[config.mk]
export PLATFORM = sky130hd
export DESIGN_NAME = acc_breg_alu_flat
export DESIGN_NICKNAME = d
export VERILOG_FILES = /design/src/rtl/acc_breg_alu_if.sv /design/src/rtl/acc_breg_alu.sv /design/src/flat_wrapper.sv
export SDC_FILE = /design/constraint.sdc
export NUM_CORES = 1
export LEC_CHECK = 0
export BUFFER_PORTS_ARGS = -buffer_cell sky130_fd_sc_hd__buf_4
export CORE_ASPECT_RATIO = 0.7
export CORE_UTILIZATION = 48
export CTS_CLUSTER_DIAMETER = 200
export DETAILED_ROUTE_END_ITERATION = 10
export PLACE_DENSITY = 0.87
export SYNTH_ARGS = -nofsm -noshare
export SYNTH_HDL_FRONTEND = slang
export SYNTH_SLANG_ARGS = --single-unit
[constraint.sdc]
create_clock -name CLK -period 3.65 [get_ports CLK]
set_clock_uncertainty 0.05 [all_clocks]
set_input_delay 0.73 -clock CLK [delete_from_list [all_inputs] [get_ports CLK]]
set_output_delay 0.73 -clock CLK [all_outputs]
set_load 0.05 [all_outputs]
[src/rtl/acc_breg_alu_if.sv]
// Bus/control bundle between the acc_breg_alu slice and its surroundings.
// Latency: none, this is wiring only.
// Backpressure: none; loads and output enables are single-cycle strobes.
// Ports: bus_in/prog_in data, per-register we/load/oe strobes, HLT, SUB;
//        bus_out/bus_drive toward the bus, acc_q/breg_q/alu_q observation,
//        carry/zero flags only when ALU_FLAGS_EN is defined.
interface acc_breg_alu_if;
   logic       HLT;
   logic [7:0] bus_in;
   logic [7:0] prog_in;
   logic       acc_we;
   logic       acc_load;
   logic       acc_oe;
   logic       breg_we;
   logic       breg_load;
   logic       breg_oe;
   logic       alu_oe;
   logic       SUB;
   logic [7:0] bus_out;
   logic       bus_drive;
   logic [7:0] acc_q;
   logic [7:0] breg_q;
   logic [7:0] alu_q;
`ifdef ALU_FLAGS_EN
   logic       carry;
   logic       zero;
`endif

   // Controller / bench side.
   modport master (
      output HLT, bus_in, prog_in, acc_we, acc_load, acc_oe,
             breg_we, breg_load, breg_oe, alu_oe, SUB,
`ifdef ALU_FLAGS_EN
      input  carry, zero,
`endif
      input  bus_out, bus_drive, acc_q, breg_q, alu_q
   );

   // Datapath side.
   modport slave (
      input  HLT, bus_in, prog_in, acc_we, acc_load, acc_oe,
             breg_we, breg_load, breg_oe, alu_oe, SUB,
`ifdef ALU_FLAGS_EN
      output carry, zero,
`endif
      output bus_out, bus_drive, acc_q, breg_q, alu_q
   );
endinterface

[src/rtl/acc_breg_alu.sv]
// Accumulator, B register and add/subtract ALU slice of the SAP-style computer.
// Latency: register loads take one edge; ALU and bus drive are combinational.
// Backpressure: none; HLT freezes all loads and drops bus drive.
// Ports: CLK, RESET (async, active-low), io (acc_breg_alu_if.slave).
// Optional: ALU_FLAGS_EN adds registered carry/zero flags.
module acc_breg_alu (
   input  logic           CLK,
   input  logic           RESET,
   acc_breg_alu_if.slave  io
);

   logic [7:0] acc;
   logic [7:0] breg;
   logic [7:0] b_op;
   logic [7:0] alu_res;

   // Bus write beats programmer write; HLT blocks both.
   always_ff @(posedge CLK or negedge RESET) begin
      if (!RESET) begin
         acc <= 8'h00;
      end else if (!io.HLT) begin
         if (io.acc_we)        acc <= io.bus_in;
         else if (io.acc_load) acc <= io.prog_in;
      end
   end

   always_ff @(posedge CLK or negedge RESET) begin
      if (!RESET) begin
         breg <= 8'h00;
      end else if (!io.HLT) begin
         if (io.breg_we)        breg <= io.bus_in;
         else if (io.breg_load) breg <= io.prog_in;
      end
   end

   // Subtract is A + ~B + 1 (two's complement).
   assign b_op = io.SUB ? ~breg : breg;

`ifdef ALU_FLAGS_EN
   logic [8:0] sum9;
   logic       carry_r;
   logic       zero_r;

   // Bit 8 is the carry out; for subtract it reads as "no borrow".
   assign sum9    = {1'b0, acc} + {1'b0, b_op} + {8'h00, io.SUB};
   assign alu_res = sum9[7:0];

   // Flags capture only on cycles where the ALU actually drives the bus.
   always_ff @(posedge CLK or negedge RESET) begin
      if (!RESET) begin
         carry_r <= 1'b0;
         zero_r  <= 1'b0;
      end else if (io.alu_oe && !io.HLT) begin
         carry_r <= sum9[8];
         zero_r  <= (sum9[7:0] == 8'h00);
      end
   end

   assign io.carry = carry_r;
   assign io.zero  = zero_r;
`else
   assign alu_res = acc + b_op + {7'h00, io.SUB};
`endif

   // Fixed drive priority: ALU, then A, then B. Shows current register
   // contents, so a simultaneous OE+WE presents the old value this cycle.
   always_comb begin
      io.bus_out   = 8'h00;
      io.bus_drive = 1'b0;
      if (!io.HLT) begin
         if (io.alu_oe) begin
            io.bus_out   = alu_res;
            io.bus_drive = 1'b1;
         end else if (io.acc_oe) begin
            io.bus_out   = acc;
            io.bus_drive = 1'b1;
         end else if (io.breg_oe) begin
            io.bus_out   = breg;
            io.bus_drive = 1'b1;
         end
      end
   end

   assign io.acc_q  = acc;
   assign io.breg_q = breg;
   assign io.alu_q  = alu_res;

endmodule

[src/flat_wrapper.sv]
// flat-port wrapper written by rule: the top's interface ports become plain ports
module acc_breg_alu_flat 
  (CLK, RESET, io_HLT, io_bus_in, io_prog_in, io_acc_we, io_acc_load, io_acc_oe, io_breg_we, io_breg_load, io_breg_oe, io_alu_oe, io_SUB, io_bus_out, io_bus_drive, io_acc_q, io_breg_q, io_alu_q);
  acc_breg_alu_if io_i ();
  input  logic CLK;
  input  logic RESET;
  input wire logic [$bits(io_i.HLT)-1:0] io_HLT;
  input wire logic [$bits(io_i.bus_in)-1:0] io_bus_in;
  input wire logic [$bits(io_i.prog_in)-1:0] io_prog_in;
  input wire logic [$bits(io_i.acc_we)-1:0] io_acc_we;
  input wire logic [$bits(io_i.acc_load)-1:0] io_acc_load;
  input wire logic [$bits(io_i.acc_oe)-1:0] io_acc_oe;
  input wire logic [$bits(io_i.breg_we)-1:0] io_breg_we;
  input wire logic [$bits(io_i.breg_load)-1:0] io_breg_load;
  input wire logic [$bits(io_i.breg_oe)-1:0] io_breg_oe;
  input wire logic [$bits(io_i.alu_oe)-1:0] io_alu_oe;
  input wire logic [$bits(io_i.SUB)-1:0] io_SUB;
  output wire logic [$bits(io_i.bus_out)-1:0] io_bus_out;
  output wire logic [$bits(io_i.bus_drive)-1:0] io_bus_drive;
  output wire logic [$bits(io_i.acc_q)-1:0] io_acc_q;
  output wire logic [$bits(io_i.breg_q)-1:0] io_breg_q;
  output wire logic [$bits(io_i.alu_q)-1:0] io_alu_q;
  assign io_i.HLT = io_HLT;
  assign io_i.bus_in = io_bus_in;
  assign io_i.prog_in = io_prog_in;
  assign io_i.acc_we = io_acc_we;
  assign io_i.acc_load = io_acc_load;
  assign io_i.acc_oe = io_acc_oe;
  assign io_i.breg_we = io_breg_we;
  assign io_i.breg_load = io_breg_load;
  assign io_i.breg_oe = io_breg_oe;
  assign io_i.alu_oe = io_alu_oe;
  assign io_i.SUB = io_SUB;
  assign io_bus_out = io_i.bus_out;
  assign io_bus_drive = io_i.bus_drive;
  assign io_acc_q = io_i.acc_q;
  assign io_breg_q = io_i.breg_q;
  assign io_alu_q = io_i.alu_q;
  acc_breg_alu u_core (.CLK(CLK), .RESET(RESET), .io(io_i));
endmodule
# After elaboration in Yosys (flattened, before gate mapping)

Index checks and enable logic that the tools add are counted.
W data, S select, Z words.

Mux-type cells: 13
Reduce and logical (&&, ||, !) cells: 4
Bitwise logic cells: 2
Add/subtract/negate cells: 2

Operators by type and width:

| kind               | number |
|---|---|
| $mux W8            | 9 |
| $add A8 B1 Y8      | 1 |
| $add A8 B8 Y8      | 1 |
| $not A8 Y8         | 1 |
| $mux W1            | 4 |
| $reduce_and A2 Y1  | 2 |
| $reduce_bool A2 Y1 | 2 |
| $not A1 Y1         | 1 |

Output and inout port bits: 33
Word-level logic and storage cells: 23
Register bits after elaboration: 16
Bits of input ports: 27

# Longest topological paths before layout

Depth in word-level cells: 6
Mapped depth: 7
Depth with buffers taken out: 6

# Least setup slack after synthesis

Ideal clock, no wire load.

Path type: input port to output port
From: input io_SUB
To: output io_bus_out[2]
Required time: 2870 ps
Cell stages on the path: 6
Arrival time: 3736 ps
Buffers on the path: 1
Setup slack: -866 ps
Path through: buf_6 mux2_4 fa_1 xor2_1 nor2_1 a311oi_1

Word-level cells in the longest chain between the ends: 5

Ends and longest elaborated chain:

| what               | line               | RTL |
|---|---|---|
| start: declaration | flat_wrapper.sv:17 | `input wire logic [$bits(io_i.SUB)-1:0] io_SUB;` |
| $mux W8            | acc_breg_alu.sv:37 | `assign b_op = io.SUB ? ~breg : breg;` |
| $add A8 B8 Y8      | acc_breg_alu.sv:62 | `assign alu_res = acc + b_op + {7'h00, io.SUB};` |
| $add A8 B1 Y8 (*)  | acc_breg_alu.sv:62 |  |
| via io_alu_q[2]    | flat_wrapper.sv:22 | `output wire logic [$bits(io_i.alu_q)-1:0] io_alu_q;` |
| $mux W8 (*)        | acc_breg_alu.sv:71 | `if (io.alu_oe) begin` |
| $mux W8 (*)        | acc_breg_alu.sv:70 | `if (!io.HLT) begin` |
| end: declaration   | flat_wrapper.sv:18 | `output wire logic [$bits(io_i.bus_out)-1:0] io_bus_out;` |

Mark *: on every way through the listed nets, which the timed path passes. The rest lies on a longest branch.

# Final worst setup path

From: input io_SUB
To: output io_bus_out[6]

Word-level cells in the longest chain between the ends: 5

Ends and longest elaborated chain:

| what              | line |
|---|---|
| $mux W8           | acc_breg_alu.sv:37 |
| $add A8 B8 Y8     | acc_breg_alu.sv:62 |
| $add A8 B1 Y8 (*) | acc_breg_alu.sv:62 |
| $mux W8 (*)       | acc_breg_alu.sv:71 |
| $mux W8 (*)       | acc_breg_alu.sv:70 |

Every way passes the cells marked *; elsewhere a longest branch is shown, timed or not.

==> results.cfg <==
[run_status]
status = finished, final reports clean

[route]
drt_iter0_drc = 129
drt-pass1-iter-count = 5
ant_nets = 0
post_drt_via_cell_ratio = 5.87
routed-via-count = 1574
routed_wire_length_per_instance_um = 15.1
drt_drc_violations_left = 0
detail_route.wirelength_um = 4060

[floorplanning]
start_util_pct = 51.4
die_w_um = 67.9
die-height_um = 48.1
num_io_pins = 60
die_area_um2 = 3270
std_cell_rows = 16
core_region_area_um2 = 2840

[power_and_ir_drop]
sw_frac_of_total_pct = 53.1
power_density_nw_per_um2 = 598
p_sw_mw = 0.635
power.ir.vdd_worst_mv = 0.289
clock_network_power_share_pct = 12.7
seqPwrFrac_pct = 20.0
internal_power_mw = 0.561
total_power_mw = 1.20
power_leakage_nw = 0.928
combinationalPowerShare_pct = 67.3

[sta]
finalHoldWorstSlack_ps = 279
finalMaxSlewViolations = 0
finalCritPeriodShare_pct = 97.6
grt_setup_unrepaired = false
finalSetupViolations = 0
hold_viol_final = 0
fin_crit_ps = 3560
max_freq_mhz = 281
timing_worst_slew_pin_value_ps = 580
relSlewSlack_pct = 61.3

[worst_setup_path]
worstSetupPathType = input pin to primary output
critical_path_arrival_ps = 2780
critical_path.max_stage_delay_ps = 460
library_cell_contributing_the_largest_single_delay_on_the_critical_path = sky130_fd_sc_hd__fa_1
cp.buffers_inverters = 2
critPathMostFrequentCell = sky130_fd_sc_hd__buf_4
cp_cell_sequence = buf_4 > mux2_4 > fa_1 > a211oi_1 > o21a_1 > o311ai_0 > nor3b_2 > buf_4
worstReg2RegStart = u_core.io.acc_q[7]$_DFFE_PN0P_
critical-path-top-delay-family = compound AO/OA/AOI/OAI gates
cp.required_ps = 2870
endpoint_kind = primary output
worstPathMaxFanout = 8
r2r_setup_slack_ps = 2620
critical_path_startpoint_category = input pin
length_in_cells_of_the_worst_reg_to_reg_path = 3
r2r-end = u_core.io.acc_q[7]$_DFFE_PN0P_

[synth]
combinational_family_with_the_most_area_after_synthesis = compound AO/OA/AOI/OAI gates
synth_compound_area_share_pct = 32.8
synth.area.top_cells = sky130_fd_sc_hd__dfrtp_1 27%, sky130_fd_sc_hd__a22oi_1 7.2%, sky130_fd_sc_hd__xor2_1 7.2%, sky130_fd_sc_hd__o21ai_0 6.5%, sky130_fd_sc_hd__a21oi_1 6.2%
synth.mux.area_fraction_pct = 1.03
synth.yosys.seq_area_share_pct = 27.4
syn_avg_cell_area_um2 = 8.16
synth.net_count = 213
synth_xor_xnor_area_share_pct = 9.00
synth_ff_type = sky130_fd_sc_hd__dfrtp_1
synth-simple-area-share_pct = 19.4
synthAdderAreaFrac_pct = 6.51
count_of_flip_flops_with_a_built_in_enable_after_synthesis = 0
syn-instance-count = 179
synth_largest_area_cell = sky130_fd_sc_hd__dfrtp_1
synth_top_area_share_pct = 27.4
synthArstFlopShare_pct = 100
synthesis.area_um2 = 1460
ys_seq_elements = 16
synthesis.yosys.warnings = 0
netlist-cell-type-count = 39

[placed_design]
routabilityCongestion = 0.897
portBuffers = 59
detailedPlacementHpwl_um = 3100

[global_route]
global_route.overflow_total = 0
antenna_found_initial = 0
grt_busiest_layer = met2
grtUsageMet3_pct = 2.34
first_pass_grt_wire_length_um = 6250
grtUsageMet2_pct = 40.8
globalRouteMet1Util_pct = 37.9
grt_max_degree = 32
number_of_global_route_vias_before_repair = 1301
gr-usage-all-layers_pct = 25.7

[cells_and_area]
layout.area.seq_um2 = 400
num-nets-final = 267
multiInputGateArea_um2 = 1040
insertedDiodeCount = 0
layout-drive-gt1-share_pct = 31.0
syn_to_final_growth_pct = 36.9
nFillCells = 249

[clock_network]
cts_buffers = 3
post_cts.repair.setup_buffers = 0
cts.path.max_buffers = 2
cts-htree-levels = 1
hold_buffers = 0
cts.repair.resized = 0
cts_tree = built
insertion_delay_ps = 240
clock-root-buffer = sky130_fd_sc_hd__clkbuf_8
cts.reportedPaths.clkPinSlew_ps = 60
clock_sink_count = 16

[flow_run]
maxCapViolations = 0

[hold_path]
worstHoldPathType = input pin to asynchronous set/reset pin
placed cells by master (no fill, tap or decap), types with 2 or more instances in the layout:
cell / instances
sky130_fd_sc_hd__a21o_1: 4
sky130_fd_sc_hd__xnor2_1: 2
sky130_fd_sc_hd__clkbuf_8: 4
sky130_fd_sc_hd__a311o_1: 2
sky130_fd_sc_hd__nor3_1: 2
sky130_fd_sc_hd__nor2b_1: 10
sky130_fd_sc_hd__o21a_1: 3
sky130_fd_sc_hd__nand3b_1: 5
sky130_fd_sc_hd__nand4_1: 2
sky130_fd_sc_hd__a21oi_1: 18
sky130_fd_sc_hd__nand2_1: 17
sky130_fd_sc_hd__inv_1: 2
sky130_fd_sc_hd__o21bai_1: 3
sky130_fd_sc_hd__xor2_2: 3
sky130_fd_sc_hd__dfrtp_1: 16
sky130_fd_sc_hd__and3b_1: 3
sky130_fd_sc_hd__ha_1: 6
sky130_fd_sc_hd__a31oi_1: 4
sky130_fd_sc_hd__o21ai_0: 19
sky130_fd_sc_hd__nand3_1: 3
sky130_fd_sc_hd__a22oi_1: 14
sky130_fd_sc_hd__buf_4: 59
sky130_fd_sc_hd__xor2_1: 9
sky130_fd_sc_hd__nor2_1: 5
worst register-to-register path: cells and delay by family (launching register included):
| kind | cells | cell delay (ps) |
|---|---|---|
| compound gates | 2 | 250 |
| flops | 1 | 440 |
| simple gates | 1 | 160 |
per-layer routing:
metal  vias up  share of wire [%]
met3         6                7.0
met4         0               0.91
met2        77                 44
met1       722                 48
li1        769                  -
met5         -                  0
Yosys cell counts (2+ instances only):
cell type / number
sky130_fd_sc_hd__o21ai_0: 19
sky130_fd_sc_hd__a21oi_1: 18
sky130_fd_sc_hd__nand2_1: 17
sky130_fd_sc_hd__dfrtp_1: 16
sky130_fd_sc_hd__a22oi_1: 14
sky130_fd_sc_hd__xor2_1: 12
sky130_fd_sc_hd__nor2b_1: 10
sky130_fd_sc_hd__clkbuf_1: 8
sky130_fd_sc_hd__ha_1: 6
sky130_fd_sc_hd__nand3b_1: 5
sky130_fd_sc_hd__nor2_1: 5
sky130_fd_sc_hd__a21o_1: 4
sky130_fd_sc_hd__a31oi_1: 4
sky130_fd_sc_hd__and3b_1: 3
sky130_fd_sc_hd__nand3_1: 3
sky130_fd_sc_hd__o21a_1: 3
sky130_fd_sc_hd__o21bai_1: 3
sky130_fd_sc_hd__xnor2_1: 3
sky130_fd_sc_hd__a311o_1: 2
sky130_fd_sc_hd__inv_1: 2
sky130_fd_sc_hd__nand4_1: 2
sky130_fd_sc_hd__nor3_1: 2
sky130_fd_sc_hd__nor3b_1: 2
worst max-delay path by stage:
stage / to / startpoint / slack [ps] / cells past startpoint
2_1_floorplan: io_bus_out[2] / io_SUB / -170 / 6
3_3_place_gp: io_bus_out[6] / io_SUB / 240 / 8
3_5_place_dp: io_bus_out[6] / io_SUB / 130 / 8
4_1_cts: io_bus_out[6] / io_SUB / 130 / 8
5_1_grt: io_bus_out[6] / io_SUB / 20 / 8
6_report: io_bus_out[6] / io_SUB / 90 / 8
logic make-up (layout without fill, tap and decap cells):
group | after synthesis | after routing
compound gates | 75 | 75
xor+xnor | 15 | 15
fa+ha+maj | 7 | 7
buf+inv | 13 | 66
flops | 16 | 16
mux | 1 | 1
simple gates | 52 | 52
flip-flops by register name, indices dropped and copies added (netlist names):
name / count
u_core.io.acc_q: 8
u_core.io.breg_q: 8
through the flow:
stage	cell area (um2)	instances	util, %	TNS (ps)	setup slack (ps)
4_1_cts	2000	268	70.3	0	127
6_report	2000	268	70.3	0	87.8
5_1_grt	2000	268	70.3	0	17.5
2_1_floorplan	1500	179	-	-167	-167
3_3_place_gp	1940	264	68.4	0	239
3_5_place_dp	1940	264	68.4	0	133
area by class of cell:
| class | instances | area share [%] |
|---|---|---|
| flip-flops and latches | 16 | 20.0 |
| well taps | 36 | 2.25 |
| clock buffers | 4 | 2.75 |
| repair buffers | 59 | 22.2 |
| multi-input cells | 150 | 52.3 |
| inverters | 3 | 0.563 |
power groups by stage:
stage	combinational, mW	clock [mW]	sequential (mW)
after floorplan	0.508	0	0.312
after global placement	0.791	0	0.240
after detailed placement	0.801	0	0.241
after CTS	0.803	0.153	0.238
after global routing	0.857	0.162	0.243
final	0.805	0.152	0.239
(Power assumes the default switching activity.)
